File: config.mk
export PLATFORM = sky130hd
export DESIGN_NAME = enigma_tx_formatter
export DESIGN_NICKNAME = d
export VERILOG_FILES = /design/src/rtl/enigma_pkg.sv /design/src/rtl/sync_fifo.sv /design/src/rtl/enigma_tx_formatter.sv
export SDC_FILE = /design/constraint.sdc
export NUM_CORES = 1
export LEC_CHECK = 0
export BUFFER_PORTS_ARGS = -buffer_cell sky130_fd_sc_hd__buf_4
export CAP_MARGIN = 25
export CELL_PAD_IN_SITES_DETAIL_PLACEMENT = 2
export CELL_PAD_IN_SITES_GLOBAL_PLACEMENT = 2
export CORE_AREA = 2 2 158 83
export DETAILED_ROUTE_END_ITERATION = 6
export DIE_AREA = 0 0 160 85
export PLACE_DENSITY = 0.75
export SETUP_SLACK_MARGIN = 0.5
export SLEW_MARGIN = 20
export SYNTH_ARGS = -nofsm -noshare
export SYNTH_HDL_FRONTEND = slang
export SYNTH_SLANG_ARGS = --single-unit
File: constraint.sdc
create_clock -name clk -period 3.5 [get_ports clk]
set_clock_uncertainty 0.1 [all_clocks]
set_input_delay 0.525 -clock clk [delete_from_list [all_inputs] [get_ports clk]]
set_output_delay 0.525 -clock clk [all_outputs]
set_load 0.03 [all_outputs]
File: src/rtl/enigma_pkg.sv
// Shared constants, state encoding and letter-to-ASCII conversion for the
// Enigma output path.
package enigma_pkg;

    localparam int LETTER_W = 5;
    localparam int ALPHABET = 26;

    localparam logic [7:0] ASCII_A  = 8'h41;
    localparam logic [7:0] ASCII_SP = 8'h20;
    localparam logic [7:0] ASCII_CR = 8'h0D;
    localparam logic [7:0] ASCII_LF = 8'h0A;
    localparam logic [7:0] ASCII_Q  = 8'h3F;

    typedef logic [2:0] state_t;
    localparam state_t ST_IDLE   = 3'd0;
    localparam state_t ST_LETTER = 3'd1;
    localparam state_t ST_SP     = 3'd2;
    localparam state_t ST_CR     = 3'd3;
    localparam state_t ST_LF     = 3'd4;

    // Out-of-alphabet indices become '?' so corruption stays visible on the line.
    function automatic logic [7:0] letter_to_ascii(input logic [LETTER_W-1:0] idx);
        logic [7:0] byte_s;
        if (idx < LETTER_W'(ALPHABET)) begin
            byte_s = ASCII_A + {3'b000, idx};
        end else begin
            byte_s = ASCII_Q;
        end
        return byte_s;
    endfunction

endpackage

File: src/rtl/sync_fifo.sv
// Single-clock first-word-fall-through FIFO; a push while full is accepted
// when a pop happens in the same cycle.
module sync_fifo #(
    parameter int WIDTH = 8,
    parameter int DEPTH = 16
) (
    input  logic                     clk,
    input  logic                     rst_n,
    input  logic                     push,
    input  logic [WIDTH-1:0]         wr_data,
    input  logic                     pop,
    output logic [WIDTH-1:0]         rd_data,
    output logic [$clog2(DEPTH):0]   level,
    output logic                     full,
    output logic                     empty
);

    localparam int AW = $clog2(DEPTH);

    logic [WIDTH-1:0] mem_r [DEPTH];
    logic [AW-1:0]    wr_ptr_r;
    logic [AW-1:0]    rd_ptr_r;
    logic [AW:0]      count_r;
    logic             push_ok_s;
    logic             pop_ok_s;

    assign empty     = (count_r == (AW+1)'(0));
    assign full      = (count_r == (AW+1)'(DEPTH));
    assign pop_ok_s  = pop && !empty;
    assign push_ok_s = push && (!full || pop_ok_s);
    assign rd_data   = mem_r[rd_ptr_r];
    assign level     = count_r;

    // Storage array; contents need no reset since count gates visibility.
    always_ff @(posedge clk) begin
        if (push_ok_s) begin
            mem_r[wr_ptr_r] <= wr_data;
        end
    end

    // Pointers and occupancy.
    always_ff @(posedge clk or negedge rst_n) begin
        if (!rst_n) begin
            wr_ptr_r <= {AW{1'b0}};
            rd_ptr_r <= {AW{1'b0}};
            count_r  <= {(AW+1){1'b0}};
        end else begin
            if (push_ok_s) begin
                wr_ptr_r <= wr_ptr_r + AW'(1);
            end
            if (pop_ok_s) begin
                rd_ptr_r <= rd_ptr_r + AW'(1);
            end
            case ({push_ok_s, pop_ok_s})
                2'b10:   count_r <= count_r + (AW+1)'(1);
                2'b01:   count_r <= count_r - (AW+1)'(1);
                default: count_r <= count_r;
            endcase
        end
    end

endmodule

File: src/rtl/enigma_tx_formatter.sv
// Buffers Enigma core letters and streams them to the UART as ASCII in
// five-letter groups with CR LF line breaks.
module enigma_tx_formatter
    import enigma_pkg::*;
#(
    parameter int DEPTH       = 16,
    parameter int GROUP       = 5,
    parameter int LINE_GROUPS = 10
) (
    input  logic                    clk,
    input  logic                    rst_n,
    input  logic                    valid_in,
    input  logic [LETTER_W-1:0]     char_in,
    input  logic                    flush,
    output logic [7:0]              tx_data,
    output logic                    tx_valid,
    input  logic                    tx_ready,
    output logic [$clog2(DEPTH):0]  level,
    output logic                    overflow
);

    localparam int LCW = $clog2(GROUP + 1);
    localparam int GCW = $clog2(LINE_GROUPS + 1);
    localparam logic [LCW-1:0] LETTER_END = LCW'(GROUP);
    localparam logic [GCW-1:0] GROUP_END  = GCW'(LINE_GROUPS - 1);

    logic [LETTER_W-1:0] head_s;
    logic                fifo_full_s;
    logic                fifo_empty_s;
    logic                pop_s;
    logic                hs_s;
    logic                drop_s;
    logic                flush_clr_s;

    state_t              state_r, state_nxt_s;
    logic [LCW-1:0]      letter_cnt_r, letter_cnt_nxt_s;
    logic [GCW-1:0]      group_cnt_r, group_cnt_nxt_s;
    logic [7:0]          tx_data_r, tx_data_nxt_s;
    logic                tx_valid_r, tx_valid_nxt_s;
    logic                flush_pend_r;
    logic                overflow_r;

    sync_fifo #(
        .WIDTH (LETTER_W),
        .DEPTH (DEPTH)
    ) u_fifo (
        .clk     (clk),
        .rst_n   (rst_n),
        .push    (valid_in),
        .wr_data (char_in),
        .pop     (pop_s),
        .rd_data (head_s),
        .level   (level),
        .full    (fifo_full_s),
        .empty   (fifo_empty_s)
    );

    assign hs_s     = tx_valid_r && tx_ready;
    assign drop_s   = valid_in && fifo_full_s && !pop_s;
    assign tx_data  = tx_data_r;
    assign tx_valid = tx_valid_r;
    assign overflow = overflow_r;

    // Formatter FSM: separators are decided just before the next letter leaves.
    always_comb begin
        state_nxt_s      = state_r;
        letter_cnt_nxt_s = letter_cnt_r;
        group_cnt_nxt_s  = group_cnt_r;
        tx_data_nxt_s    = tx_data_r;
        tx_valid_nxt_s   = tx_valid_r;
        pop_s            = 1'b0;
        flush_clr_s      = 1'b0;
        case (state_r)
            ST_IDLE: begin
                if (!fifo_empty_s) begin
                    if ((letter_cnt_r == LETTER_END) && (group_cnt_r == GROUP_END)) begin
                        state_nxt_s    = ST_CR;
                        tx_data_nxt_s  = ASCII_CR;
                        tx_valid_nxt_s = 1'b1;
                    end else if (letter_cnt_r == LETTER_END) begin
                        state_nxt_s    = ST_SP;
                        tx_data_nxt_s  = ASCII_SP;
                        tx_valid_nxt_s = 1'b1;
                    end else begin
                        pop_s          = 1'b1;
                        state_nxt_s    = ST_LETTER;
                        tx_data_nxt_s  = letter_to_ascii(head_s);
                        tx_valid_nxt_s = 1'b1;
                    end
                end else if (flush_pend_r) begin
                    if ((letter_cnt_r != {LCW{1'b0}}) || (group_cnt_r != {GCW{1'b0}})) begin
                        state_nxt_s    = ST_CR;
                        tx_data_nxt_s  = ASCII_CR;
                        tx_valid_nxt_s = 1'b1;
                    end else begin
                        flush_clr_s    = 1'b1;
                    end
                end else begin
                    state_nxt_s = ST_IDLE;
                end
            end
            ST_LETTER: begin
                if (hs_s) begin
                    letter_cnt_nxt_s = letter_cnt_r + LCW'(1);
                    state_nxt_s      = ST_IDLE;
                    tx_valid_nxt_s   = 1'b0;
                end else begin
                    state_nxt_s = ST_LETTER;
                end
            end
            ST_SP: begin
                if (hs_s) begin
                    letter_cnt_nxt_s = {LCW{1'b0}};
                    group_cnt_nxt_s  = group_cnt_r + GCW'(1);
                    pop_s            = 1'b1;
                    state_nxt_s      = ST_LETTER;
                    tx_data_nxt_s    = letter_to_ascii(head_s);
                end else begin
                    state_nxt_s = ST_SP;
                end
            end
            ST_CR: begin
                if (hs_s) begin
                    state_nxt_s   = ST_LF;
                    tx_data_nxt_s = ASCII_LF;
                end else begin
                    state_nxt_s = ST_CR;
                end
            end
            ST_LF: begin
                if (hs_s) begin
                    letter_cnt_nxt_s = {LCW{1'b0}};
                    group_cnt_nxt_s  = {GCW{1'b0}};
                    if (flush_pend_r) begin
                        flush_clr_s    = 1'b1;
                        state_nxt_s    = ST_IDLE;
                        tx_valid_nxt_s = 1'b0;
                    end else begin
                        pop_s          = 1'b1;
                        state_nxt_s    = ST_LETTER;
                        tx_data_nxt_s  = letter_to_ascii(head_s);
                    end
                end else begin
                    state_nxt_s = ST_LF;
                end
            end
            default: begin
                state_nxt_s    = ST_IDLE;
                tx_valid_nxt_s = 1'b0;
            end
        endcase
    end

    // State, counters and registered UART outputs.
    always_ff @(posedge clk or negedge rst_n) begin
        if (!rst_n) begin
            state_r      <= ST_IDLE;
            letter_cnt_r <= {LCW{1'b0}};
            group_cnt_r  <= {GCW{1'b0}};
            tx_data_r    <= 8'h00;
            tx_valid_r   <= 1'b0;
            flush_pend_r <= 1'b0;
            overflow_r   <= 1'b0;
        end else begin
            state_r      <= state_nxt_s;
            letter_cnt_r <= letter_cnt_nxt_s;
            group_cnt_r  <= group_cnt_nxt_s;
            tx_data_r    <= tx_data_nxt_s;
            tx_valid_r   <= tx_valid_nxt_s;
            flush_pend_r <= (flush_pend_r && !flush_clr_s) || flush;
            overflow_r   <= overflow_r || drop_s;
        end
    end

endmodule

Word-level counts from Yosys, hierarchy flattened

Memory sizes are Yosys's and may differ from the RTL's.
Index checks and enable logic that the tools add are counted.

Register bits after elaboration: 34
RAM bits: 80
Output and inout bits: 15
Memories: 1

$add $sub $neg: 7
$lt $le $gt $ge: 1
Eq/ne operators: 19
Multiplexer cells: 51
Bitwise operators: 1
Reduce and logical (&&, ||, !) cells: 29

Memory list:

| name         | words | bits a word | read ports | clocked after Yosys merged registers in | wr ports | RTL line        | source |
|---|---|---|---|---|---|---|---|
| u_fifo.mem_r | 16    | 5           | 1          | 0                                       | 1        | sync_fifo.sv:20 | `logic [WIDTH-1:0] mem_r [DEPTH];` |

Operator list:

| kind                                                                   | count |
|---|---|
| 8-bit 2-to-1 mux                                                       | 10 |
| 8-bit one-hot mux with 4 select lines                                  | 1 |
| 1-bit 2-to-1 mux                                                       | 21 |
| 3-bit 2-to-1 mux                                                       | 7 |
| 3-bit one-hot mux with 5 select lines                                  | 1 |
| 4-bit by 1-bit adder with 4-bit output (second input constant)         | 3 |
| 2-bit != test (second input constant)                                  | 6 |
| 5-bit one-hot mux with 2 select lines                                  | 1 |
| 7-bit by 5-bit adder with 8-bit output (first input constant)          | 1 |
| 4-bit 2-to-1 mux                                                       | 2 |
| 4-bit one-hot mux with 2 select lines                                  | 1 |
| 4-bit nonzero test                                                     | 2 |
| 1-bit logical AND                                                      | 7 |
| 7-bit AND reduction                                                    | 1 |
| 3-bit by 2-bit equality test with 1-bit output (second input constant) | 2 |
| 3-bit equality test (second input constant)                            | 2 |
| 2-bit 2-to-1 mux                                                       | 3 |
| 3-bit != test (second input constant)                                  | 2 |
| 3-bit one-hot mux with 2 select lines                                  | 1 |
| 3-bit AND reduction                                                    | 2 |
| 6-bit AND reduction                                                    | 1 |
| 2-bit nonzero test                                                     | 3 |
| 5-bit by 1-bit adder with 5-bit output (second input constant)         | 1 |
| 5-bit equality test (second input constant)                            | 1 |
| 19 further kinds                                                       | 26 |

Depth between registers and ports, before layout

Depth after elaboration: 10
Mapped depth: 16

Cells and area by module

From an unflattened synthesis, not the netlist that was laid out.

Cell total of the unflattened synthesis: 402
Area total of the unflattened synthesis: 5459.0 um^2

By module, submodules not included:

| module              | times used | cells each | area an instance (um^2) | sequential area each (um^2) |
|---|---|---|---|---|
| sync_fifo           | 1          | 232        | 4022.6                  | 2727.6 |
| enigma_tx_formatter | 1          | 170        | 1436.4                  | 500.5 |

Worst setup path after synthesis

No wires, ideal clock.

Kind: flip-flop to flip-flop
Start: reg u_fifo.count_r[2], in the netlist u_fifo.level[2]
End: reg u_fifo.count_r[4], in the netlist u_fifo.level[4]
Arrival: 3.146 ns
Required time: 3.319 ns
Slack: 0.173 ns
Stages on the path, launching flop included: 16
Path buffers: 2
Clock period less this slack: 3.327 ns
Path through: dfrtp_1 > clkbuf_1 > nor4_1 > nand2_1 > o31a_2 > inv_1 > ha_1 > clkbuf_1 > xor2_1 > ha_1 > nor2b_1 > a21oi_1 > o22ai_1 > nor2_1 > a211oi_1 > xor2_1

Word-level cells in the longest chain between the ends: 8

RTL lines:

| element                                                                               | RTL line                  | source |
|---|---|---|
| start, declared                                                                       | sync_fifo.sv:23           | `logic [AW:0] count_r;` |
| start signal, assigned                                                                | sync_fifo.sv:46           | `count_r <= {(AW+1){1'b0}};` |
| start signal, assigned                                                                | sync_fifo.sv:55           | `2'b10: count_r <= count_r + (AW+1)'(1);` |
| start signal, assigned                                                                | sync_fifo.sv:56           | `2'b01: count_r <= count_r - (AW+1)'(1);` |
| 5-bit zero test                                                                       | sync_fifo.sv:27           | `assign empty = (count_r == (AW+1)'(0));` |
| 1-bit 2-to-1 mux                                                                      | enigma_tx_formatter.sv:75 | `if (!fifo_empty_s) begin` |
| 1-bit one-hot mux with 3 select lines                                                 | enigma_tx_formatter.sv:73 | `case (state_r)` |
| 1-bit logical AND                                                                     | sync_fifo.sv:29           | `assign pop_ok_s = pop && !empty;` |
| 1-bit logical OR                                                                      | sync_fifo.sv:30           | `assign push_ok_s = push && (!full \|\| pop_ok_s);` |
| 1-bit logical AND                                                                     | sync_fifo.sv:30           |  |
| 2-bit by 1-bit equality test with 1-bit output or 2-bit equality test (tied branches) | sync_fifo.sv:54           | `case ({push_ok_s, pop_ok_s})` |
| 5-bit one-hot mux with 2 select lines or 2-bit nonzero test (tied branches)           | n/a                       |  |

Several ways; a longest one is shown, not always the timed one.
A chain may end at the register's enable or synchronous reset.

Final worst setup path

Same ends and word-level chain as after synthesis.

==> out/results.tsv <==
metric	value	unit
drc	0	
clock_path_buffers	2	
clk_pin_slew	0.06	ns
overflow	0	
fmax	0.3440	GHz
antenna_found_initial	0	
status	completed	
tightest_slew	0.9365	ns
max_stage_delay	0.44	ns
multi_input_area	0.002003	mm^2
finalWorstSetupSlack	0.5934	ns
cp_cell_sequence	nor4_4 > nand2_1 > o31a_4 > inv_4 > ha_4 > xor2_2 > ha_2 > nor2b_4 > a21oi_1 > o22ai_1 > nor2_1 > a211oi_2 > xor2_1	
utilization	0.5268	
grt_first_pass_wirelength	25070	um
cts_buffers	17	
ios	25	
synth_nets	397	
die_w	160	um
rsz0062_at_grt	true	
viasPerCell	5.878	
n_fill_cell	1135	
routedWlPerCell	27.29	um
drive_above_1_share	0.2975	
crit_path_end_kind	flip-flop	
antennaDiodeCount	0	
cts_tree	built	
layout_common_cells	edfxtp_1 (80), buf_4 (46), dfrtp_1 (27)	
synth-edff-count	80	
worst-setup-path-type	reg2reg	
synth_ff_type	edfxtp_1	
rows	29	
clk-insertion-delay-late	0.42	ns
grt_pass1_vias	3792	
final_common_cell	edfxtp_1	
cp_slowest_cell	dfrtp_2	
dp_worst_setup_slack	0.03601	ns
setup_viol	0	
postSynthAreaPerCell	14.06	um^2
cp-start-kind	flip-flop	
start_util	0.4264	
async_flop_share	0.2920	
synth_top_cell_by_area	edfxtp_1	
layoutNonFillerInstCount	607	
ys_warn_count	0	
globalplace.congestion	0.8464	
area_growth	23.54	%
synth-seq-area-share	0.6172	
core	0.01226	mm^2
dp.cells	556	
path_max_fanout	4	
grt_max_degree	34	
powerDensity	643.2	mW/mm^2
whs	0.3404	ns
die_height	85	um
timing.final.crit_share	0.8305	
slew-limit-headroom	0.3699	
io_buffers	23	
ys_ff_latch	113	
synth_cell_type_count	54	
arrival	3.15	ns
h-tree-depth	4	
grt_usage	0.2583	
syn_area	0.005230	mm^2
netlist_top_cells_area	edfxtp_1 (46%), dfrtp_1 (16%), mux4_2 (6.0%)	
fin_nets	449	
fin_crit	2.907	ns
vias	3568	
cp.required	3.74	ns
hold_path.class	in2reg	
synthCells	372	
dr.pass1.iters	5	
regArea	0.003236	mm^2
ant_nets	0	
hold_viol_final	0	
finalMaxSlewViolations	0	
maxCapViolCount	0	
fin_setup_tns	0	ns
cts_num_sinks	113	
first_iter_violations	272	
peakVddDrop	0.3967	mV
dieArea	0.01360	mm^2
wirelength	16560	um
synth_top_area_frac	0.4593	
dp_hpwl	10700	um
root_buffer	clkbuf_16	
leakagePower	2.364	nW
## state kept, by name (all words and copies together) (netlist names)
name / count
u_fifo.wr_ptr_r: 4
flush_pend_r: 1
letter_cnt_r: 3
u_fifo.rd_ptr_r: 4
state_r: 3
u_fifo.mem_r: 80
tx_valid: 1
group_cnt_r: 4
overflow: 1
u_fifo.level: 5
tx_data: 7
## cell families (layout without fill, tap and decap cells)
| family | Yosys count | in the layout | synth area share |
|---|---|---|---|
| simple gates | 97 | 97 | 0.09976 |
| compound gates | 80 | 80 | 0.1012 |
| buf+inv | 29 | 94 | 0.02368 |
| fa+ha+maj | 15 | 15 | 0.03589 |
| other cells | 1 | 1 | 0.0007170 |
| flops | 113 | 113 | 0.6172 |
| mux | 24 | 24 | 0.09976 |
| xor+xnor | 13 | 13 | 0.02177 |
## final timing paths
kind / start / to / slack [ns] / cells after the start
max: u_fifo.level[2]$_DFFE_PN0P_ / u_fifo.level[4]$_DFFE_PN0P_ / 0.59 / 13
min: valid_in / overflow$_DFF_PN0_ / 0.34 / 2
max reg2reg: u_fifo.level[2]$_DFFE_PN0P_ / u_fifo.level[4]$_DFFE_PN0P_ / 0.59 / 13
min reg2reg: u_fifo.rd_ptr_r[3]$_DFFE_PN0P_ / u_fifo.rd_ptr_r[3]$_DFFE_PN0P_ / 0.43 / 1
max in group asynchronous: rst_n / u_fifo.level[1]$_DFFE_PN0P_ / 2.43 / 2
min in group asynchronous: rst_n / letter_cnt_r[1]$_DFFE_PN0P_ / 0.50 / 2
## cell type report
type / instances / share of cell area
Sequential cell: 113 / 0.5008
Multi-Input combinational cell: 230 / 0.3100
Clock buffer: 18 / 0.06642
Timing Repair Buffer: 49 / 0.05984
Tap cell: 170 / 0.03292
Clock inverter: 14 / 0.02208
Inverter: 13 / 0.007940
## critical path: cells and delay by family (launching register included)
family	cells	cell delay, ns
AOI/OAI and AO/OA	4	0.73
xor gates and xnor gates	2	0.32
adders and majority gates	2	0.38
buffers and inverters	1	0.08
DFF	1	0.44
and+or+nand+nor	4	0.76
## synth_stat cells, drive strengths merged, types with 2 or more instances
master and number:
edfxtp 80, dfrtp 33, nand2 27, a21oi 22, mux4 20, and2 18, o21ai 16, ha 15
inv 13, a22oi 12, clkbuf 11, nor2 11, nand3 8, xor2 7, a211oi 6, nor3 6
xnor2 6, buf 5, nand3b 5, o22ai 5, mux2 4, nor2b 4, o22a 4, a31oi 3
and3 3, nand2b 3, nor4 3, nor3b 2, o21bai 2, o31a 2
## routing by layer
metal  global-route usage  part of all wire  up-vias
li1                     -                 -     1531
met1               0.3915              0.49     1910
met4              0.06634            0.0095        0
met3              0.06500             0.055       17
met2               0.3731              0.44      110
met5                    0                 0        -
## report_power, final
group,switching (mW),total (mW),internal [mW]
combinational,0.451,0.735,0.284
sequential,0.128,1.73,1.60
clock,0.652,1.69,1.04
total,1.23,4.16,2.92
## repair_timing
action | 4_1_cts | 5_1_grt
buffers inserted | 12 | 6
hold endpoints to repair | 33 | 0
pin swaps | 7 | 9
resized for setup | 15 | 8
hold buffers | 1 | 0
endpoints found under the setup margin | 3 | 1
## metrics by stage
step                area, um^2  power (mW)
CTS                       6396       4.155
detailed placement        5663       2.382
floorplan                 5309       2.121
global route              6461       4.317
global placement          5663       2.332
finish                    6461       4.156
No activity file was read; power rests on OpenSTA's default activity.
